File: config.mk
export PLATFORM = sky130hd
export DESIGN_NAME = clock_divider_bank_flat
export DESIGN_NICKNAME = d
export VERILOG_FILES = /design/src/rtl/clock_divider_bank_if.sv /design/src/rtl/clock_divider_bank.sv /design/src/flat_wrapper.sv
export SDC_FILE = /design/constraint.sdc
export NUM_CORES = 1
export LEC_CHECK = 0
export CORE_MARGIN = 5
export CORE_UTILIZATION = 50
export CTS_CLUSTER_SIZE = 28
export DETAILED_ROUTE_END_ITERATION = 8
export DONT_BUFFER_PORTS = 1
export PLACE_DENSITY = 0.66
export SLEW_MARGIN = 0
export SYNTH_ARGS = -nofsm -noshare
export SYNTH_HDL_FRONTEND = slang
export SYNTH_SLANG_ARGS = --single-unit
File: constraint.sdc
create_clock -name CLKin -period 3.2 [get_ports CLKin]
set_input_delay 0.64 -clock CLKin [delete_from_list [all_inputs] [get_ports CLKin]]
set_output_delay 0.64 -clock CLKin [all_outputs]
set_load 0.005 [all_outputs]
File: src/rtl/clock_divider_bank_if.sv
// rtl/clock_divider_bank_if.sv - control and output bundle for the clock divider bank
interface clock_divider_bank_if #(
   parameter int CHANNELS = 4,
   parameter int CNT_W    = 32,
   parameter int LCH_W    = (CHANNELS > 1) ? $clog2(CHANNELS) : 1
);
   logic [CHANNELS-1:0] en;
   logic [CHANNELS-1:0] mode;
   logic                load;
   logic [LCH_W-1:0]    load_ch;
   logic [CNT_W-1:0]    load_div;
   logic                sync;
   logic [CHANNELS-1:0] clk_out;
   logic [CHANNELS-1:0] tick;

   modport master (
      output en, mode, load, load_ch, load_div, sync,
      input  clk_out, tick
   );

   modport slave (
      input  en, mode, load, load_ch, load_div, sync,
      output clk_out, tick
   );
endinterface

File: src/rtl/clock_divider_bank.sv
// rtl/clock_divider_bank.sv - multi-channel programmable clock divider and tick generator
module clock_divider_bank #(
   parameter int CHANNELS    = 4,
   parameter int CNT_W       = 32,
   parameter int DEFAULT_DIV = 25000000
) (
   input  logic                 CLKin,
   input  logic                 clr,
   clock_divider_bank_if.slave  bus
);
   localparam int               LCH_W  = (CHANNELS > 1) ? $clog2(CHANNELS) : 1;
   localparam logic [LCH_W:0]   CH_LIM = CHANNELS[LCH_W:0];
   localparam logic [CNT_W-1:0] DEF    = CNT_W'(DEFAULT_DIV);

   logic ch_ok;
   assign ch_ok = ({1'b0, bus.load_ch} < CH_LIM);

   for (genvar i = 0; i < CHANNELS; i++) begin : g_ch
      logic [CNT_W-1:0] cnt;
      logic [CNT_W-1:0] div;
      logic [CNT_W-1:0] shd;
      logic             pnd;
      logic             out_q;
      logic             tick_q;
      logic             hit;
      logic [CNT_W-1:0] shd_n;
      logic             pnd_n;

      assign hit   = bus.load && ch_ok && (bus.load_ch == LCH_W'(i));
      assign shd_n = hit ? bus.load_div : shd;
      assign pnd_n = hit | pnd;

      always_ff @(posedge CLKin) begin
         if (clr) begin
            cnt    <= '0;
            div    <= DEF;
            shd    <= DEF;
            pnd    <= 1'b0;
            out_q  <= 1'b0;
            tick_q <= 1'b0;
         end else begin
            shd <= shd_n;
            pnd <= pnd_n;
            if (bus.sync) begin
               // a load arriving with sync is the value that takes effect
               cnt    <= '0;
               out_q  <= 1'b0;
               tick_q <= 1'b0;
               if (pnd_n) begin
                  div <= shd_n;
                  pnd <= 1'b0;
               end
            end else if (!bus.en[i]) begin
               tick_q <= 1'b0;
               if (bus.mode[i])
                  out_q <= 1'b0;
               if (pnd) begin
                  div <= shd;
                  pnd <= hit;
                  if (cnt > shd)
                     cnt <= '0;
               end
            end else if (cnt == div) begin
               cnt    <= '0;
               tick_q <= 1'b1;
               out_q  <= bus.mode[i] ? 1'b1 : ~out_q;
               // only a load already registered before this edge swaps the period
               if (pnd) begin
                  div <= shd;
                  pnd <= hit;
               end
            end else begin
               cnt    <= cnt + CNT_W'(1);
               tick_q <= 1'b0;
               if (bus.mode[i])
                  out_q <= 1'b0;
            end
         end
      end

      assign bus.clk_out[i] = out_q;
      assign bus.tick[i]    = tick_q;
   end
endmodule

File: src/flat_wrapper.sv
// flat-port wrapper written by rule: the top's interface ports become plain ports
module clock_divider_bank_flat 
#(
   parameter int CHANNELS    = 4,
   parameter int CNT_W       = 32,
   parameter int DEFAULT_DIV = 25000000
)
  (CLKin, clr, bus_en, bus_mode, bus_load, bus_load_ch, bus_load_div, bus_sync, bus_clk_out, bus_tick);
  clock_divider_bank_if #(.CHANNELS(CHANNELS), .CNT_W(CNT_W)) bus_i ();
  input  logic CLKin;
  input  logic clr;
  input wire logic [$bits(bus_i.en)-1:0] bus_en;
  input wire logic [$bits(bus_i.mode)-1:0] bus_mode;
  input wire logic [$bits(bus_i.load)-1:0] bus_load;
  input wire logic [$bits(bus_i.load_ch)-1:0] bus_load_ch;
  input wire logic [$bits(bus_i.load_div)-1:0] bus_load_div;
  input wire logic [$bits(bus_i.sync)-1:0] bus_sync;
  output wire logic [$bits(bus_i.clk_out)-1:0] bus_clk_out;
  output wire logic [$bits(bus_i.tick)-1:0] bus_tick;
  assign bus_i.en = bus_en;
  assign bus_i.mode = bus_mode;
  assign bus_i.load = bus_load;
  assign bus_i.load_ch = bus_load_ch;
  assign bus_i.load_div = bus_load_div;
  assign bus_i.sync = bus_sync;
  assign bus_clk_out = bus_i.clk_out;
  assign bus_tick = bus_i.tick;
  clock_divider_bank #(.CHANNELS(CHANNELS), .CNT_W(CNT_W), .DEFAULT_DIV(DEFAULT_DIV)) u_core (.CLKin(CLKin), .clr(clr), .bus(bus_i));
endmodule
* Word-level counts from Yosys, hierarchy flattened *
Index checks and enable logic that the tools add are counted.

storage, ports and cells
  word-level logic and storage cells = 157
  bits in registers = 396

cells by class
  $lt $le $gt $ge = 4
  reductions and logical operators = 26
  equality and inequality tests = 15
  bitwise logic cells = 12
  multiplexer cells = 72
  add/sub/neg operators = 4

operator list
  kind                     number
  $mux W32                 40
  $add A32 B1 Y32 const B  4
  $eq A32 B32 Y1           4
  $gt A32 B32 Y1           4
  $mux W1                  32
  $reduce_and A2 Y1        8
  $reduce_bool A2 Y1       8
  $ne A3 B1 Y1 const B     4
  $reduce_or A3 Y1         4
  $ne A2 B1 Y1 const B     4
  $not A1 Y1               8
  $eq A2 B2 Y1 const B     2
  $logic_and A1 B1 Y1      4
  $or A1 B1 Y1             4
  $eq A2 B1 Y1 const B     1
  $logic_not A2 Y1         1
  $reduce_or A2 Y1         1

* Longest topological paths before layout *
Gate-level depths: netlist of the first run.

  depth after elaboration = 6
  mapped depth = 11
  depth with buffers taken out = 9

* Worst setup path after synthesis of the first run *
No wires, ideal clock.

  path type = register -> register
  from = register u_core.g_ch[1].shd[27]
  to = register u_core.g_ch[1].cnt[24]
  library setup time = 0.088 ns
  required time = 3.112 ns
  arrival = 2.477 ns
  period minus slack after synthesis = 2.565 ns
  setup slack = 0.635 ns
  stages on the path, launching flop included = 10
  cell sequence = dfxtp_1 inv_1 ha_1 nand4_1 or4_4 o41ai_4 a31o_2 o311ai_2 buf_6 a311oi_2

between the ends
  word-level cells in the longest chain between the ends = 3

ends and longest elaborated chain
  item                                 line                      RTL
  start, declared                      clock_divider_bank.sv:21  logic [CNT_W-1:0] shd;
  start signal, assigned               clock_divider_bank.sv:42  shd <= shd_n;
  $gt A32 B32 Y1                       clock_divider_bank.sv:60  if (cnt > shd)
  $reduce_bool A2 Y1 (no source line)  --
  $reduce_and A2 Y1 (no source line)   --
  end signal, assigned                 clock_divider_bank.sv:73  cnt <= cnt + CNT_W'(1);
  end, declared                        clock_divider_bank.sv:19  logic [CNT_W-1:0] cnt;

No other way between the ends.
A chain may end at the register's enable or synchronous reset.

* Worst setup path after layout of the first run *
  from = register u_core.g_ch[1].shd[23]
  to = register u_core.g_ch[1].cnt[24]

Same word-level chain as after synthesis.

==> results_dict.tcl, run 1 <==
set metrics [dict create \
    antenna_found_initial 0 \
    row_count 76 \
    crit_family "compound AO/OA/AOI/OAI gates" \
    drv_slew 0 \
    leakage_nw 9.75 \
    critPathMaxStageDelay_ns 0.62 \
    fin_crit_sh_pct 91.8 \
    drc 0 \
    clkLatencyLatePin_ns 0.61 \
    path_cells "inv_1, ha_1, nand4_1, or4_4, o41ai_4, a31o_2, o311ai_4, buf_4, a311oi_2" \
    critPathCaptureType "flop" \
    htree_levels 2 \
    slew_headroom_pct 34.0 \
    gp_congestion 0.932 \
    final_common_cell "dfxtp_1" \
    cts_hold_buf 0 \
    total_power_mw 11.3 \
    finalSetupViolations 0 \
    crit_arrival_ns 3.43 \
    grt_pass1_vias 19131 \
    dp_hpwl_um 47400 \
    antenna_left 0 \
    cap_violations 0 \
    place_ws_ns 0.0937 \
    drive_gt1_share_pct 7.29 \
    grt_max_degree 314 \
    clock_path_buffers 3 \
    cts_tree "built" \
    postCtsSetupRepairBufs 0 \
    drt_wl_total_um 68400 \
    syn_area_um2 21900 \
    start_util_pct 50.7 \
    synth_seq_area_share_pct 36.2 \
    netlist_instances 2729 \
    fin_tns_setup_ns 0 \
    power_frac_comb_pct 6.3 \
    die_h_um 219 \
    root_buffer "clkbuf_16" \
    numPortBuffers 0 \
    syn2layout_area_growth_pct 9.54 \
    globalRouteOverflowTotal 0 \
    synth-warning-count 0 \
    ys_ff_latch 396 \
    fmax_mhz 340 \
    clk_pin_slew_ns 0.06 \
    cp_max_fo 13 \
    die_area_um2 48100 \
    vias 20113 \
    ir_drop_uv 409 \
    power.share.sequential_pct 45.7 \
    min_period_ns 2.94 \
    grt_usage_pct 27.9 \
    final_cell_mix "dfxtp_1 (396), nand2_1 (354), nor2_1 (239), a21oi_1 (207), inv_1 (146)" \
    post_drt_via_cell_ratio 6.15 \
    fp.coreArea_um2 43300 \
    grt_pass1_wl_um 107000 \
    start_kind "flop" \
    layout.nets 2831 \
    swShare_pct 24.4 \
    syn_area_per_cell_um2 8.03 \
    rsz0062_at_grt "false" \
    synth_async_sr_flop_share_pct 0 \
    numCtsBuffers 45 \
    synth-edff-count 0 \
    synthFlopType "dfxtp_1" \
    p_clk_share_pct 48.1 \
    drt_first_pass_iters 6 \
    clock_sinks 396 \
    worstPathRequired_ns 3.69 \
    crit_buf_inv 2 \
    synth.distinct_cells 74 \
    hp-class "in -> reg" \
    critPathSlowestCell "or4_4" \
    worst_pin_slew_ns 0.986 \
    run_status "finished, final reports clean" \
    critPathKind "reg -> reg" \
    p_int_mw 8.53 \
    io_pins 54 \
    power_switching_mw 2.76 \
    worst_slack_ns 0.263 \
    pwr_density_cell_nw_per_um2 470 \
    drtIter0Drc 1883 \
    n_antenna_cell 0 \
    die_width_um 219 \
    hold_violations 0 \
    wl_per_cell_um 20.9 \
    syn-num-nets 2907 \
    clock_skew_ns 0.0296 \
]
## kinds of logic after synthesis
logic type | after synthesis | share of synthesized area [%]
buffers and inverters | 346 | 6.59
adders and majority gates | 132 | 7.54
and+or+nand+nor | 1007 | 21.6
xor gates and xnor gates | 138 | 5.51
DFF | 396 | 36.2
muxes | 66 | 3.03
AOI/OAI and AO/OA | 644 | 19.5
## what timing repair did
item / in CTS / in global routing
hold endpoints to repair: 0 / 0
setup endpoints to repair: 0 / 16
gates resized for setup: 0 / 1
## synth_stat cells (all sizes together) (4+ instances only)
cell type,number,area [µm²]
a31oi,53,332
nand2,354,1330
a22o,9,78.8
o21a,4,30.0
a211o,41,359
and3,18,113
nand3b,16,120
o211a,4,40.0
xor2,99,867
a21o,14,105
a22oi,7,52.6
a221o,4,40.0
or2,13,81.3
and2,11,68.8
nor4,79,509
nor2b,4,25.0
ha,132,1650
nand4,61,388
o31ai,4,30.0
or4,11,86.3
o21ai,104,543
and4,10,87.6
buf,56,355
a211oi,65,493
dfxtp,396,7930
a21oi,207,1040
nor2,243,920
a221oi,38,333
xnor2,39,342
clkbuf,144,541
a311oi,47,418
nand2b,14,87.6
o211ai,10,75.1
or3,12,75.1
mux2i,64,641
inv,146,548
o221ai,5,43.8
nor3,79,400
nand3,74,375
a41oi,4,35.0
## per-layer routing
| metal | GRT usage [%] | vias to the layer above | share of wire [%] |
|---|---|---|---|
| met5 | 0 | - | 0 |
| met4 | 9.55 | 0 | 3.3 |
| met3 | 5.88 | 135 | 8.1 |
| met2 | 45.7 | 734 | 46 |
| met1 | 36.5 | 9625 | 42 |
| li1 | - | 9619 | - |
## area by class of cell
type / count / area (µm²)
timing repair buffer: 77 / 641
clock buffer: 68 / 1370
inverter: 146 / 548
tap: 585 / 732
clock inverter: 14 / 175
sequential: 396 / 7930
fill: 3981 / 19300
multi-input combinational: 1987 / 12600
## registers in the layout (all words and copies together), names as in the netlist
register / flops
u_core.g_ch.shd: 128
u_core.g_ch.cnt: 128
u_core.g_ch.pnd: 4
u_core.g_ch.out_q: 4
u_core.g_ch.tick_q: 4
u_core.g_ch.div: 128
## path summary, 6_finish.rpt
kind,end,start,cells past startpoint,slack (ns)
max,u_core.g_ch[1].cnt[24]$_SDFFE_PP0P_,u_core.g_ch[1].shd[23]$_SDFF_PP0_,9,0.26
min,u_core.g_ch[3].shd[13]$_SDFF_PP1_,bus_load_div[13],1,0.15
max reg2reg,u_core.g_ch[1].cnt[24]$_SDFFE_PP0P_,u_core.g_ch[1].shd[23]$_SDFF_PP0_,9,0.26
min reg2reg,u_core.g_ch[1].shd[28]$_SDFF_PP0_,u_core.g_ch[1].shd[28]$_SDFF_PP0_,2,0.47
## metrics by stage
stage,instances,hold slack [ns],cell area [µm²],utilization (%)
2_1_floorplan,2729,0.449,21900,-
3_3_place_gp,3191,0.454,22400,51.9
3_5_place_dp,3191,0.463,22400,51.9
4_1_cts,3273,0.124,24000,55.5
5_1_grt,3273,0.138,24000,55.5
6_report,3273,0.147,24000,55.5
## worst register-to-register path, cell delays in order (launching register included)
cell      delay (ns)
dfxtp_1         0.35
inv_1           0.05
ha_1            0.31
nand4_1         0.17
or4_4           0.62
o41ai_4         0.37
a31o_2          0.21
o311ai_4        0.24
buf_4           0.26
a311oi_2        0.25
## power by group through the flow
| stage | combinational [mW] | clock, mW | sequential, mW |
|---|---|---|---|
| after floorplan | 0.613 | 0 | 5.23 |
| after CTS | 0.699 | 5.50 | 5.15 |
| after global placement | 0.678 | 0 | 5.25 |
| final | 0.706 | 5.43 | 5.15 |
| after detailed placement | 0.694 | 0 | 5.26 |
| after global routing | 0.784 | 5.70 | 5.17 |
Note: power is estimated with default switching activity, not from simulation.
==> inputs of run 2 (changes only) <==
--- a/config.mk
+++ b/config.mk
@@ -9,8 +9,7 @@
 export CORE_UTILIZATION = 50
 export CTS_CLUSTER_SIZE = 28
 export DETAILED_ROUTE_END_ITERATION = 8
-export DONT_BUFFER_PORTS = 1
-export PLACE_DENSITY = 0.66
+export PLACE_DENSITY = 0.68
 export SLEW_MARGIN = 0
 export SYNTH_ARGS = -nofsm -noshare
 export SYNTH_HDL_FRONTEND = slang
==> run 2 against run 1 <==
Routed wire length decreased by 2.0%. Final cell count up 1.7%. Fmax shrank 1.0%. Cell area rose by 2.2%. Largest cell class unchanged. Clock power down 3%.
==> results_dict.tcl, run 2 (synthesis gave the netlist of run 1 again) <==
set metrics [dict create \
    run_status "finished, final reports clean" \
    rr_endpoint "u_core.g_ch[2].cnt[8]$_SDFFE_PP0P_" \
    hp-start "u_core.g_ch[1].shd[8]$_SDFF_PP0_" \
    drc 0 \
    die_width_um 219 \
    pwr_density_cell_nw_per_um2 463 \
    finalSetupViolations 0 \
    clkLatencyLatePin_ns 0.58 \
    top_regs "u_core.g_ch.cnt: 128 flops, u_core.g_ch.div: 128 flops, u_core.g_ch.shd: 128 flops" \
    slew_headroom_pct 32.8 \
    min_to "u_core.g_ch[1].shd[8]$_SDFF_PP0_" \
    drt_first_pass_iters 7 \
    hp-class "reg -> reg" \
    fmax_mhz 337 \
    start_util_pct 50.7 \
    hold_violations 0 \
    grt_usage_pct 27.0 \
    fp.coreArea_um2 43300 \
    antenna_found_initial 0 \
    ir_drop_uv 380 \
    critPathKind "reg -> reg" \
    fin_crit_sh_pct 92.7 \
    cts_hold_buf 0 \
    drv_slew 0 \
    vias 20286 \
    drive_gt1_share_pct 7.07 \
    path_cells "ha_1, nand4_1, or4_1, o21ai_1, a31oi_1, or3_1, buf_4, a311oi_1" \
    worst_pin_slew_ns 1.00 \
    post_cts_resized 0 \
    final_common_cell "dfxtp_1" \
    reg2reg_depth 8 \
    grt_pass1_wl_um 104000 \
    critPathSlowestCell "or4_1" \
    cp_max_fo 17 \
    placed_cell_area_um2 23100 \
    antenna_left 0 \
    clk_pin_slew_ns 0.06 \
    r2r_start "u_core.g_ch[2].cnt[30]$_SDFFE_PP0P_" \
    grt_max_degree 160 \
    clock_skew_ns 0.0188 \
    min_period_ns 2.97 \
    start_kind "flop" \
    grt_pass1_vias 18862 \
    crit_arrival_ns 3.43 \
    io_pins 54 \
    root_buffer "clkbuf_16" \
    wl_per_cell_um 20.2 \
    clock_sinks 396 \
    numPortBuffers 53 \
    final_cell_mix "dfxtp_1 (396), nand2_1 (354), nor2_1 (239), a21oi_1 (207), inv_1 (146)" \
    fin_tns_setup_ns 0 \
    post_drt_via_cell_ratio 6.10 \
    clock_path_buffers 3 \
    gp_congestion 0.952 \
    leakage_nw 9.90 \
    cap_violations 0 \
    syn2layout_area_growth_pct 11.9 \
    n_antenna_cell 0 \
    layout.nets 2889 \
    critPathCaptureType "flop" \
    critPathMaxStageDelay_ns 0.59 \
    htree_levels 2 \
    worstPathRequired_ns 3.66 \
    whs_path_depth 2 \
    postCtsSetupRepairBufs 0 \
    drtIter0Drc 2008 \
    die_h_um 219 \
    dp_hpwl_um 47000 \
    row_count 76 \
    die_area_um2 48100 \
    rrSetupSlack_ns 0.23 \
    numCtsBuffers 44 \
    whs_ns 0.467 \
    cts_tree "built" \
    drt_wl_total_um 67100 \
    fin_area_um2 24500 \
    rsz0062_at_grt "false" \
    globalRouteOverflowTotal 0 \
]
==> run 2: cell count changes in the layout (fill, tap and decap cells not counted), moves of 3 or more <==
cell | before | now
clkbuf_1 | 8 | 14
clkinv_2 | 8 | 4
clkbuf_8 | 14 | 8
clkdlybuf4s50_1 | 0 | 51
buf_12 | 5 | 8
buf_4 | 72 | 75
==> run 2: stage by stage <==
stage	instances	power (mW)	worst slack, ns	utilization [%]
after floorplan	2729	5.84	0.635	-
after global placement	3250	6.18	0.399	53.3
after detailed placement	3250	6.20	0.289	53.3
after CTS	3328	11.4	0.258	56.7
after global routing	3328	11.7	0.0376	56.7
final	3328	11.4	0.233	56.7
==> run 2: worst max-delay path by stage <==
stage | start | end | slack (ns) | depth (start not counted)
3_5_place_dp | u_core.g_ch[2].cnt[30]$_SDFFE_PP0P_ | u_core.g_ch[2].cnt[8]$_SDFFE_PP0P_ | 0.29 | 8
4_1_cts | u_core.g_ch[2].cnt[30]$_SDFFE_PP0P_ | u_core.g_ch[2].cnt[8]$_SDFFE_PP0P_ | 0.26 | 8
5_1_grt | u_core.g_ch[2].cnt[30]$_SDFFE_PP0P_ | u_core.g_ch[2].cnt[8]$_SDFFE_PP0P_ | 0.04 | 8
2_1_floorplan | u_core.g_ch[1].shd[27]$_SDFF_PP0_ | u_core.g_ch[1].cnt[24]$_SDFFE_PP0P_ | 0.63 | 9
6_report | u_core.g_ch[2].cnt[30]$_SDFFE_PP0P_ | u_core.g_ch[2].cnt[8]$_SDFFE_PP0P_ | 0.23 | 8
3_3_place_gp | u_core.g_ch[2].cnt[11]$_SDFFE_PP0P_ | u_core.g_ch[2].cnt[3]$_SDFFE_PP0P_ | 0.40 | 8
==> run 2: power by group <==
part	leakage, nW	total, mW	internal [mW]	switching (mW)
clock	0.715	5.25	3.17	2.08
combinational	5.97	0.964	0.327	0.637
sequential	3.21	5.15	5.06	0.0959
==> run 2: final cells by class <==
cell class	count	area (µm²)
Inverter	146	548
Sequential cell	396	7930
Timing Repair Buffer	136	1250
Clock inverter	11	185
Multi-Input combinational cell	1987	12600
Tap cell	585	732
Fill cell	3983	18700
Clock buffer	67	1290
==> run 2: routing by layer <==
| metal | GRT usage [%] | part of all wire (%) |
|---|---|---|
| met1 | 36.6 | 43 |
| met2 | 43.4 | 45 |
| met3 | 4.25 | 7.5 |
| met4 | 10.6 | 4.0 |
| met5 | 0 | 0 |
==> run 2: worst max-delay path: cells and delay by family (launching register included) <==
kind            cells  cell delay (ns)
compound gates      3             0.60
fa+ha+maj           1             0.34
buf+inv             1             0.27
flops               1             0.38
simple gates        3             1.27
==> inputs of run 3 (changes only) <==
--- a/config.mk
+++ b/config.mk
@@ -5,11 +5,13 @@
 export SDC_FILE = /design/constraint.sdc
 export NUM_CORES = 1
 export LEC_CHECK = 0
+export ABC_AREA = 1
 export CORE_MARGIN = 5
 export CORE_UTILIZATION = 50
+export CTS_CLUSTER_DIAMETER = 60
 export CTS_CLUSTER_SIZE = 28
 export DETAILED_ROUTE_END_ITERATION = 8
-export PLACE_DENSITY = 0.68
+export PLACE_DENSITY = 0.67
 export SLEW_MARGIN = 0
 export SYNTH_ARGS = -nofsm -noshare
 export SYNTH_HDL_FRONTEND = slang
==> constraint.sdc (replaced) <==
create_clock -name CLKin -period 3 [get_ports CLKin]
set_input_delay 0.6 -clock CLKin [delete_from_list [all_inputs] [get_ports CLKin]]
set_output_delay 0.6 -clock CLKin [all_outputs]
set_load 0.005 [all_outputs]
==> run 3 against run 2 <==
Largest cell class unchanged. Die area increased by 10%. Hold slack got worse by 0.042 ns. Critical path depth increased by 2. Combinational power increased by 35%. Sequential power increased by 7.8%. Clock skew increased by 0.012 ns. Largest power group unchanged. Register-to-register slack improved by 0.31 ns. Synthesized cell count increased by 34%.
==> results_dict.tcl, run 3 <==
set metrics [dict create \
    run_status "finished, final reports clean" \
    top_regs "u_core.g_ch.cnt: 128 flops, u_core.g_ch.div: 128 flops, u_core.g_ch.shd: 128 flops" \
    crit_arrival_ns 2.91 \
    drc 0 \
    post_cts_resized 0 \
    globalRouteOverflowTotal 0 \
    clock_sinks 396 \
    ys_ff_latch 396 \
    yosysTopAreaCellShare_pct 32.6 \
    clock_path_buffers 3 \
    slew_headroom_pct 43.4 \
    pwr_density_cell_nw_per_um2 465 \
    numPortBuffers 53 \
    fin_crit_sh_pct 81.9 \
    syn_area_um2 24300 \
    clk_pin_slew_ns 0.07 \
    final_common_cell "nand2_1" \
    drt_first_pass_iters 6 \
    cp_max_fo 18 \
    clock_skew_ns 0.0304 \
    synth-warning-count 0 \
    syn_area_per_cell_um2 6.63 \
    netlist_instances 3667 \
    die_area_um2 53100 \
    post_drt_via_cell_ratio 5.57 \
    hold_violations 0 \
    cts_tree "built" \
    final_util_pct 56.2 \
    final_cell_mix "nand2_1 (843), dfxtp_1 (396), a21oi_1 (366), nand3_1 (349), inv_1 (341)" \
    grt_max_degree 78 \
    synth_top_cell_by_area "dfxtp_1" \
    root_buffer "clkbuf_16" \
    critPathCaptureType "flop" \
    n_antenna_cell 0 \
    p_int_mw 8.86 \
    synth_most_common_cell "nand2_1" \
    swShare_pct 29.3 \
    numCtsBuffers 41 \
    grt_usage_pct 28.1 \
    antenna_found_initial 2 \
    grt_pass1_vias 21582 \
    fin_tns_setup_ns 0 \
    ir_drop_uv 362 \
    synth_compound_area_share_pct 14.7 \
    vias 23925 \
    synth_seq_area_share_pct 32.6 \
    wl_per_cell_um 17.9 \
    worst_pin_slew_ns 0.847 \
    rsz0062_at_grt "false" \
    fmax_mhz 407 \
    synthFlopType "dfxtp_1" \
    syn2layout_area_growth_pct 10.8 \
    drv_slew 0 \
    hp-class "in -> reg" \
    cap_violations 0 \
    synth_async_sr_flop_share_pct 0 \
    yosys.area_share.adder_pct 6.80 \
    synth_xor_area_share_pct 4.76 \
    die_width_um 230 \
    drive_gt1_share_pct 6.62 \
    synth.area.top_cells "dfxtp_1 (33%), nand2_1 (13%), a21oi_1 (7.5%)" \
    p_clk_share_pct 45.3 \
    grt_pass1_wl_um 121000 \
    antenna_left 0 \
    worstPathRequired_ns 3.45 \
    min_period_ns 2.46 \
    drt_wl_total_um 77000 \
    power_frac_comb_pct 10.4 \
    synth.distinct_cells 42 \
    start_util_pct 50.7 \
    synth-edff-count 0 \
    io_pins 54 \
    row_count 80 \
    gp_congestion 0.939 \
    dp_hpwl_um 55000 \
    start_kind "flop" \
    cts_hold_buf 0 \
    muxShareOfSynthArea_pct 0.0412 \
    power_switching_mw 3.67 \
    fp.coreArea_um2 47900 \
    clkLatencyLatePin_ns 0.60 \
    postCtsSetupRepairBufs 0 \
    die_h_um 230 \
    syn-num-nets 3845 \
    drtIter0Drc 2345 \
    leakage_nw 11.6 \
    synthTopCellsByCount "nand2_1 (844), dfxtp_1 (396), a21oi_1 (366)" \
    synth-simple-area-share_pct 31.6 \
    htree_levels 2 \
    layout.nets 3829 \
    whs_ns 0.425 \
    finalSetupViolations 0 \
    power.share.sequential_pct 44.3 \
    synth_top_family_by_area "simple AND/OR/NAND/NOR gates" \
    critPathKind "reg -> reg" \
]
-- run 3: changes by cell type after synthesis, moves of 59 or more --
cell,change
nand2_1,+490
nand3_1,+277
inv_1,+196
a21oi_1,+159
o21ai_0,+140
nor2_1,+95
xor2_1,-78
nor4_1,-77
xnor2_1,+72
mux2i_1,-63
buf_2,+59
-- run 3: path summary, 6_finish.rpt --
kind,start,end,slack (ns),cells after the start
max,u_core.g_ch[2].cnt[19]$_SDFFE_PP0P_,u_core.g_ch[2].div[14]$_SDFFE_PP1P_,0.54,10
min,clr,u_core.g_ch[2].div[2]$_SDFFE_PP0P_,0.43,4
max reg2reg,u_core.g_ch[2].cnt[19]$_SDFFE_PP0P_,u_core.g_ch[2].div[14]$_SDFFE_PP1P_,0.54,10
min reg2reg,u_core.g_ch[0].shd[24]$_SDFF_PP1_,u_core.g_ch[0].shd[24]$_SDFF_PP1_,0.48,2
-- run 3: metal layers --
| metal | global-route usage (%) | routed length (µm) | up-vias |
|---|---|---|---|
| li1 | - | - | 12014 |
| met1 | 39.3 | 34900 | 10923 |
| met2 | 42.5 | 32900 | 821 |
| met3 | 5.43 | 5850 | 165 |
| met4 | 12.0 | 3410 | 2 |
| met5 | 0 | 12 | - |
-- run 3: final cells by class --
class                   instances  area (µm²)
multi-input cells            2702       14100
fillers                      4800       21000
inverters                     356        1340
flip-flops and latches        396        7930
clock buffers                  45        1090
well taps                     615         769
clock inverters                31         370
repair buffers                154        1330
-- run 3: through the flow --
step	instances	total power, mW	worst slack, ns	instance area, µm²
after CTS	4299	12.6	0.602	26900
after detailed placement	4223	6.94	0.241	25500
after floorplan	3667	6.47	1.17	24300
after global routing	4299	13.0	0.340	26900
final	4299	12.5	0.542	26900
after global placement	4223	6.93	0.296	25500
-- run 3: logic make-up (layout without fill, tap and decap cells) --
family | Yosys count | count (layout)
xor gates and xnor gates | 132 | 132
AOI/OAI and AO/OA | 676 | 676
muxes | 1 | 1
DFF | 396 | 396
buffers and inverters | 569 | 586
adders and majority gates | 132 | 132
and+or+nand+nor | 1761 | 1761
-- run 3: worst max-delay path: stages (launching register included) --
cell,delay [ns]
dfxtp_1,0.53
xnor2_1,0.16
nand2_1,0.06
nor2_1,0.14
nand2_1,0.06
nor2_1,0.21
nand2_2,0.35
nand3_2,0.24
nand2_1,0.32
nand2_1,0.17
nand3_1,0.07
-- run 3: power by group through the flow --
stage | combinational (mW) | clock [mW] | sequential [mW]
4_1_cts | 1.28 | 5.76 | 5.55
6_report | 1.30 | 5.68 | 5.55
2_1_floorplan | 0.843 | 0 | 5.63
3_5_place_dp | 1.28 | 0 | 5.67
3_3_place_gp | 1.26 | 0 | 5.67
5_1_grt | 1.45 | 5.94 | 5.56
==> RTL change: new RTL, flow settings as in run 2 <==
`CNT_W` is set to 32 in 3 places; all go to 28.
--- a/src/rtl/clock_divider_bank_if.sv
+++ b/src/rtl/clock_divider_bank_if.sv
@@ -1,7 +1,7 @@
 // rtl/clock_divider_bank_if.sv - control and output bundle for the clock divider bank
 interface clock_divider_bank_if #(
    parameter int CHANNELS = 4,
-   parameter int CNT_W    = 32,
+   parameter int CNT_W    = 28,
    parameter int LCH_W    = (CHANNELS > 1) ? $clog2(CHANNELS) : 1
 );
    logic [CHANNELS-1:0] en;
--- a/src/rtl/clock_divider_bank.sv
+++ b/src/rtl/clock_divider_bank.sv
@@ -1,7 +1,7 @@
 // rtl/clock_divider_bank.sv - multi-channel programmable clock divider and tick generator
 module clock_divider_bank #(
    parameter int CHANNELS    = 4,
-   parameter int CNT_W       = 32,
+   parameter int CNT_W       = 28,
    parameter int DEFAULT_DIV = 25000000
 ) (
    input  logic                 CLKin,
--- a/src/flat_wrapper.sv
+++ b/src/flat_wrapper.sv
@@ -2,7 +2,7 @@
 module clock_divider_bank_flat 
 #(
    parameter int CHANNELS    = 4,
-   parameter int CNT_W       = 32,
+   parameter int CNT_W       = 28,
    parameter int DEFAULT_DIV = 25000000
 )
   (CLKin, clr, bus_en, bus_mode, bus_load, bus_load_ch, bus_load_div, bus_sync, bus_clk_out, bus_tick);
Interface: changed (resized bus_load_div); port bits go from 54 to 50. No check against the original RTL was run, so the function may have changed too.
==> RTL change against run 2 <==
  * Critical path depth stayed put
  * Highest routed layer unchanged
  * Die area is 7.7% lower
  * Power is 14% lower
  * Critical path type unchanged
  * Synthesized area is 8.0% lower
  * Utilization is 0.96 points lower
  * Clock power is 16% lower
  * Design area is 9.5% lower
  * Routed wire length is 6.3% lower
  * Clock skew hardly changed
  * First-iteration DRC count is 16% lower
  * Sequential cell count is 48 lower
  * Synthesized cell count is 6.7% lower
  * Worst setup slack better by 0.20 ns
==> RTL change: results (changes against run 2) <==
* Via density at 6.30 (+3.3%)
* Register Area at 6970 sq um (-12%)
* Gpl congestion at 0.966 (+1.4%)
* Layout Skew at 0.0189 ns (+0.0000741 ns)
* Synth top area cells: dfxtp_1 35%, ha_1 7.2%, nand2_1 5.7%
* Nets at 2651 (-8.2%)
* Buffers excl. clock at 133 (-2.2%)
* Tot GR Track Use at 27.3% (+0.21 points)
* Met1 usage at 38.3% (+1.7 points)
* Multi-input gate count at 1825 (-8.2%)
* CP max FO at 27 (+10)
* Post-synthesis sequential area ratio at 34.6% (-1.6 points)
* DP HPWL at 42400 um (-9.8%)
* Met3 WL post-DR at 4420 um (-12%)
* Synth top cells by count: 348 x dfxtp_1, 307 x nand2_1, 180 x nor2_1, 168 x a21oi_1, 145 x inv_1
* Clk buf depth at 3 (unchanged)
* Met2 Track Usage GR at 43.4% (+0.050 points)
* Slew headroom at 28.5% (-4.3 points)
* Met2 Wirelength at 28600 um (-5.7%)
* CLK BUF at 57 (-15%)
* Sw power at 2.55 mW (-9.5%)
* Library cells used by synthesis at 72 (-2.7%)
* Largest regs: u_core.g_ch.cnt x112, u_core.g_ch.div x112, u_core.g_ch.shd x112
* Clock Latency Late Sink at 0.56 ns (-0.02 ns)
* Invs w/o clock at 145 (-0.68%)
* Top FF cell, synth: dfxtp_1
* Layout cells sized above 1 at 7.11% (+0.042 points)
* Vias in the first global route at 17.8k (-5.8%)
* NonClk Buf Share at 5.29% (+0.18 points)
* Sw frac at 26.0% (+1.2 points)
* Status: complete, no violations
* Final WL at 62800 um (-6.3%)
* Met3 Track Usage GR at 3.89% (-0.36 points)
* Fill cell count at 3746 (-6.0%)
* Leakage Power at 7.93 nW (-20%)
* Initial DRC Count at 1692 (-16%)
* Core ar. at 39800 sq um (-8.0%)
* Final clock-cell share at 5.41% (-0.60 points)
* Buffers on Ports at 49 (-7.5%)
* Worst path arrival time at 3.22 ns (-0.21 ns)
* Drt pass-1 iters at 6 (-1)
* Placed Area at 21000 sq um (-9.0%)
* Flops & latches, synth at 348 (-12%)
* Pin count of the biggest net entering global routing at 147 (-8.1%)
* Metal-1 WL at 27900 um (-3.9%)
* Overall via count from detail_route at 19.1k (-5.6%)
* Mapped Avg Cell Area at 7.92 sq um (-1.4%)
RTL change: changes by cell type in the layout (fill, tap and decap cells not counted), sizes merged, moves of 39 or more:
cell,before,now
nor4,79,18
xnor2,39,120
nand4,61,103
nand2,354,307
mux2i,64,0
a21oi,207,168
dfxtp,396,348
a311oi,47,113
nor3,79,121
a2111oi,3,49
xor2,99,4
nor2,243,180
RTL change: worst paths after layout:
check / startpoint / to / slack, ns / cells after the start
worst min-delay path: u_core.g_ch[0].shd[3]$_SDFF_PP0_ / u_core.g_ch[0].shd[3]$_SDFF_PP0_ / 0.45 / 2
worst max-delay path: u_core.g_ch[3].cnt[1]$_SDFFE_PP0P_ / u_core.g_ch[3].cnt[18]$_SDFFE_PP0P_ / 0.43 / 8
worst min register to register: u_core.g_ch[0].shd[3]$_SDFF_PP0_ / u_core.g_ch[0].shd[3]$_SDFF_PP0_ / 0.45 / 2
worst max register to register: u_core.g_ch[3].cnt[1]$_SDFFE_PP0P_ / u_core.g_ch[3].cnt[18]$_SDFFE_PP0P_ / 0.43 / 8
RTL change: kinds of logic (layout without fill, tap and decap cells):
logic type      count (synthesis)  count (layout)  synth area share [%]
fa+ha+maj                     116             116                  7.20
buf+inv                       373             343                  7.90
flops                         348             348                  34.6
simple gates                  942             942                  22.7
xor+xnor                      124             124                  5.39
compound gates                643             643                  22.2
RTL change: critical path: stages, from the launching register on:
cell	delay, ns
dfxtp_1	0.47
ha_1	0.29
nor2b_1	0.14
o211ai_1	0.21
a211oi_1	0.11
o41ai_1	0.78
nand3b_2	0.12
buf_4	0.26
a311oi_1	0.29
RTL change: stage by stage:
step	util (%)	setup slack [ns]
CTS	55.7	0.312
finish	55.7	0.433
floorplan	-	0.898
global placement	52.7	0.385
detailed placement	52.7	0.332
global route	55.7	0.201
